[src/rtl/dot_window_accumulator.sv]
// dot_window_accumulator
//   Downstream stage of the bit-serial dot-product convolutor. Sums a window
//   of NUM_TERMS unsigned IN_W-bit results into a saturating SUM_W-bit total
//   and presents it over a valid/ready handshake.
//
// Ports:
//   clk, reset      rising-edge clock; asynchronous active-high reset
//   clear           synchronous abort of the current window (wins over all)
//   in_valid/in_ready/in_data     upstream handshake, in_ready from state only
//   out_valid/out_ready/out_sum/out_ovf  downstream handshake; out_ovf marks
//                   a window that saturated at least once
//
// Optional: define CONV_THRESH_EN to add input thresh and output out_hit
//   (registered out_sum >= thresh at the final accept).
module dot_window_accumulator #(
  parameter int IN_W      = 4,
  parameter int NUM_TERMS = 4,
  parameter int SUM_W     = 6
) (
  input  logic             clk,
  input  logic             reset,
  input  logic             clear,
  input  logic             in_valid,
  input  logic [IN_W-1:0]  in_data,
  output logic             in_ready,
  output logic             out_valid,
  output logic [SUM_W-1:0] out_sum,
  output logic             out_ovf,
  input  logic             out_ready
`ifdef CONV_THRESH_EN
  ,
  input  logic [SUM_W-1:0] thresh,
  output logic             out_hit
`endif
);

  localparam int CNT_W = 4;
  localparam int EXT_W = SUM_W + 1;
  localparam logic [CNT_W-1:0] LAST = CNT_W'(NUM_TERMS - 1);

  typedef enum logic [1:0] {IDLE, ACCUM, HOLD} state_t;

  state_t           r_state;
  logic [SUM_W-1:0] r_acc;
  logic [CNT_W-1:0] r_count;
  logic             r_ovf;
  logic             r_out_valid;
  logic [SUM_W-1:0] r_out_sum;
  logic             r_out_ovf;

  logic [EXT_W-1:0] w_sum;
  logic [SUM_W-1:0] w_sat;
  logic             w_ovf;

  // One extra bit catches the carry; a carry means the true sum overflowed.
  assign w_sum = {1'b0, r_acc} + EXT_W'(in_data);
  assign w_sat = w_sum[SUM_W] ? '1 : w_sum[SUM_W-1:0];
  assign w_ovf = r_ovf | w_sum[SUM_W];

  assign in_ready  = (r_state != HOLD);
  assign out_valid = r_out_valid;
  assign out_sum   = r_out_sum;
  assign out_ovf   = r_out_ovf;

  always_ff @(posedge clk or posedge reset) begin
    if (reset) begin
      r_state     <= IDLE;
      r_acc       <= '0;
      r_count     <= '0;
      r_ovf       <= 1'b0;
      r_out_valid <= 1'b0;
      r_out_sum   <= '0;
      r_out_ovf   <= 1'b0;
    end else if (clear) begin
      // Abort leaves the last presented total/flag untouched.
      r_state     <= IDLE;
      r_acc       <= '0;
      r_count     <= '0;
      r_ovf       <= 1'b0;
      r_out_valid <= 1'b0;
    end else begin
      case (r_state)
        IDLE, ACCUM: begin
          if (in_valid) begin
            r_acc   <= w_sat;
            r_count <= r_count + 1'b1;
            r_ovf   <= w_ovf;
            if (r_count == LAST) begin
              r_out_sum   <= w_sat;
              r_out_ovf   <= w_ovf;
              r_out_valid <= 1'b1;
              r_state     <= HOLD;
            end else begin
              r_state <= ACCUM;
            end
          end
        end
        HOLD: begin
          if (out_ready) begin
            r_acc       <= '0;
            r_count     <= '0;
            r_ovf       <= 1'b0;
            r_out_valid <= 1'b0;
            r_state     <= IDLE;
          end
        end
        default: r_state <= IDLE;
      endcase
    end
  end

`ifdef CONV_THRESH_EN
  logic r_hit;
  assign out_hit = r_hit;

  always_ff @(posedge clk or posedge reset) begin
    if (reset) begin
      r_hit <= 1'b0;
    end else if (!clear && r_state != HOLD && in_valid && r_count == LAST) begin
      r_hit <= (w_sat >= thresh);
    end
  end
`endif

endmodule

[config.mk]
export PLATFORM = sky130hd
export DESIGN_NAME = dot_window_accumulator
export DESIGN_NICKNAME = d
export VERILOG_FILES = /design/src/rtl/dot_window_accumulator.sv
export SDC_FILE = /design/constraint.sdc
export NUM_CORES = 1
export LEC_CHECK = 0
export ABC_AREA = 1
export CAP_MARGIN = 20
export CORE_MARGIN = 10
export CORE_UTILIZATION = 40
export CTS_CLUSTER_SIZE = 30
export DETAILED_ROUTE_END_ITERATION = 8
export PLACE_DENSITY = 0.69
export SLEW_MARGIN = 20
export SYNTH_ARGS = -nofsm -noshare
export SYNTH_HDL_FRONTEND = slang
export SYNTH_SLANG_ARGS = --single-unit
export TNS_END_PERCENT = 5
[constraint.sdc]
create_clock -name clk -period 1.56 [get_ports clk]
set_input_delay 0.312 -clock clk [delete_from_list [all_inputs] [get_ports clk]]
set_output_delay 0.312 -clock clk [all_outputs]
set_load 0.05 [all_outputs]
==> results.cfg <==
[sta]
worst_pin_slew_ns = 0.360
fin_crit_ns = 1.60
fin_worst_skew_ns = 0.00274
slew_headroom_pct = 76.0
setup_viol = 6
hold_slack_ns = 0.250
hold_viol_final = 0
timing.final.crit_share_pct = 103
layout_setup_ws_ns = -0.0410
rsz0062_at_grt = yes
max_freq_ghz = 0.625
maxSlewViolCount = 0

[global_route]
grt_usage_pct = 11.9
grt_max_degree = 12
grt_pass1_wl_um = 5120
antenna_found_initial = 0
grt_pass1_vias = 1070
overflow = 0

[finish]
antenna_cells = 0
final_cells = 211
design_area_mm2 = 0.00167
drive_gt1_share_pct = 30.0
nFillCells = 243
area_growth_pct = 45.0
fin_nets = 196

[drt]
num_vias = 1060
vias_per_cell = 5.02
drtAntennaViolNets = 0
drtPass1Iterations = 4
drt_iter0_drc = 43
drc_errors = 0
wl_um = 2990
avgRoutedWirePerCell_um = 14.1

[placed_design]
port_buffers = 17
dp.cells = 204
placed_cell_area_mm2 = 0.00158
gp_congestion = 0.879
dp_hpwl_um = 2170

[synthesis]
syn_avg_cell_area_um2 = 8.25
synth.cell_area_mm2 = 0.00115
synth_top_area_share_pct = 45.5
yosys_warnings = 0
synthesis.instances = 140
ys_seq_area_share_pct = 45.5
synth_cell_types = 22
yosys.area.top_type = dfrtp_1
ys_top_cells_by_area = dfrtp_1 46%, nand2_1 15%, ha_1 5.4%
syn_nets = 155
ys_ff_latch = 21

[job]
cap_violations = 0

[clock_network]
cts_root_buffer = clkbuf_4
tritoncts = done
cts_made_buffers = 3
cts.sinks = 21
clock_latency_ns = 0.31
htreeDepth = 1
cts_buffer_depth = 2
ctsHoldBuffers = 0
cts.clk_slew.worst_paths_ns = 0.11

[critical_path]
start_kind = input pin
cp_data_arrival_time_ns = 1.86
cp-end-kind = flop
critPathRequiredTime_ns = 1.82
crit_fanout = 2
path_class = input pin to flop

[pwr]
p_per_area_mw_per_mm2 = 1260
irDropWorstVdd_mv = 1.13
p_leak_nw = 0.870

[outcome]
outcome = finished with violations
violations = negative setup slack

[floorplan]
die_h_um = 73.7
ios = 18
coreArea_mm2 = 0.00276
rows = 19
start_util_pct = 41.9
die_w_um = 73.7
dieArea_mm2 = 0.00544

[hold_path]
min_path_type = input pin to asynchronous set/reset pin
[cell usage after synthesis, drive strengths merged]
library cell	number
xor2	1
nor2	16
a31oi	2
nand3	11
a22o	1
dfrtp	21
nand4	1
nand2	51
ha	5
inv	16
o21ai	6
a21oi	6
fa	1
nand3b	2
[registers in the layout, indices dropped and copies added, names as in the netlist]
register and cells:
r_count 4, r_acc 6, out_valid 1, r_ovf 1, r_state 2, out_sum 6, out_ovf 1
[cell type report]
cell class              instances  area (um^2)  share of cell area (%)
clock buffers                   4         26.3                    1.57
repair buffers                 35          398                    23.8
flip-flops and latches         21          526                    31.4
inverters                      16         62.6                    3.74
well taps                      31         38.8                    2.32
multi-input cells             104          623                    37.2
[logic make-up (layout without fill, tap and decap cells)]
family	Yosys count	after routing	share of synthesized area [%]
xor gates and xnor gates	1	1	0.759
adders and majority gates	6	6	7.15
buffers and inverters	16	55	5.42
AOI/OAI and AO/OA	15	15	7.47
and+or+nand+nor	81	82	33.7
DFF	21	21	45.5
[per-layer routing]
layer  track usage [%]  part of all wire [%]
met4              6.00                   1.5
met5                 0                     0
met1              14.8                    43
met2              17.5                    49
met3              4.17                   6.9
[layout by cell type, fill, tap and decap left out, types with 2 or more instances in the layout]
master and instances:
buf_12 9, ha_1 3, nand3_1 8, nand3_4 2
nand2_2 6, nand3_2 2, dfrtp_1 21, buf_4 18
clkdlybuf4s50_1 7, nand3b_1 2, nand2_1 44, a21oi_2 3
nor2_1 13, o21ai_1 4, a21oi_1 3, a31oi_1 2
inv_1 14, clkbuf_4 3
[worst max-delay path, cell delays in order]
cell and delay [ns]:
clkdlybuf4s50_1 0.41, ha_2 0.20, fa_2 0.36, buf_4 0.15
nand2_1 0.07, inv_1 0.06, o21ai_2 0.16, nand2_1 0.07
nand2_1 0.06
[report_power, final]
part,internal (mW),switching [mW]
sequential,0.666,0.139
clock,0.100,0.163
combinational,0.491,0.546
total,1.26,0.849
[repair_timing]
action,in CTS,in global routing
gates resized for setup,6,7
pin swaps,1,2
cloned,1,0
setup endpoints to repair,11,13
setup buffers,1,1
[path summary, 6_finish.rpt]
path / start / endpoint / slack (ns) / depth (start not counted)
min in group clk: r_acc[2]$_DFFE_PP0P_ / r_acc[2]$_DFFE_PP0P_ / 0.52 / 2
worst min register to register: r_acc[2]$_DFFE_PP0P_ / r_acc[2]$_DFFE_PP0P_ / 0.52 / 2
worst max register to register: r_acc[0]$_DFFE_PP0P_ / r_acc[2]$_DFFE_PP0P_ / -0.03 / 8
worst min-delay path: reset / r_acc[0]$_DFFE_PP0P_ / 0.25 / 2
max in group asynchronous: reset / out_sum[0]$_DFFE_PP0P_ / 0.87 / 3
worst max-delay path: in_data[0] / r_acc[2]$_DFFE_PP0P_ / -0.04 / 9
[through the flow]
stage | utilization (%) | TNS (ns) | power [mW] | setup WS (ns)
final | 60.7 | -0.163 | 2.11 | -0.0410
after detailed placement | 57.2 | -5.69 | 1.80 | -0.451
after floorplan | - | 0 | 1.29 | 0.0410
after global routing | 60.7 | -0.683 | 2.25 | -0.105
after global placement | 57.2 | -5.06 | 1.79 | -0.422
after CTS | 59.4 | 0 | 2.10 | 0.00233
No activity file was read; power rests on OpenSTA's default activity.
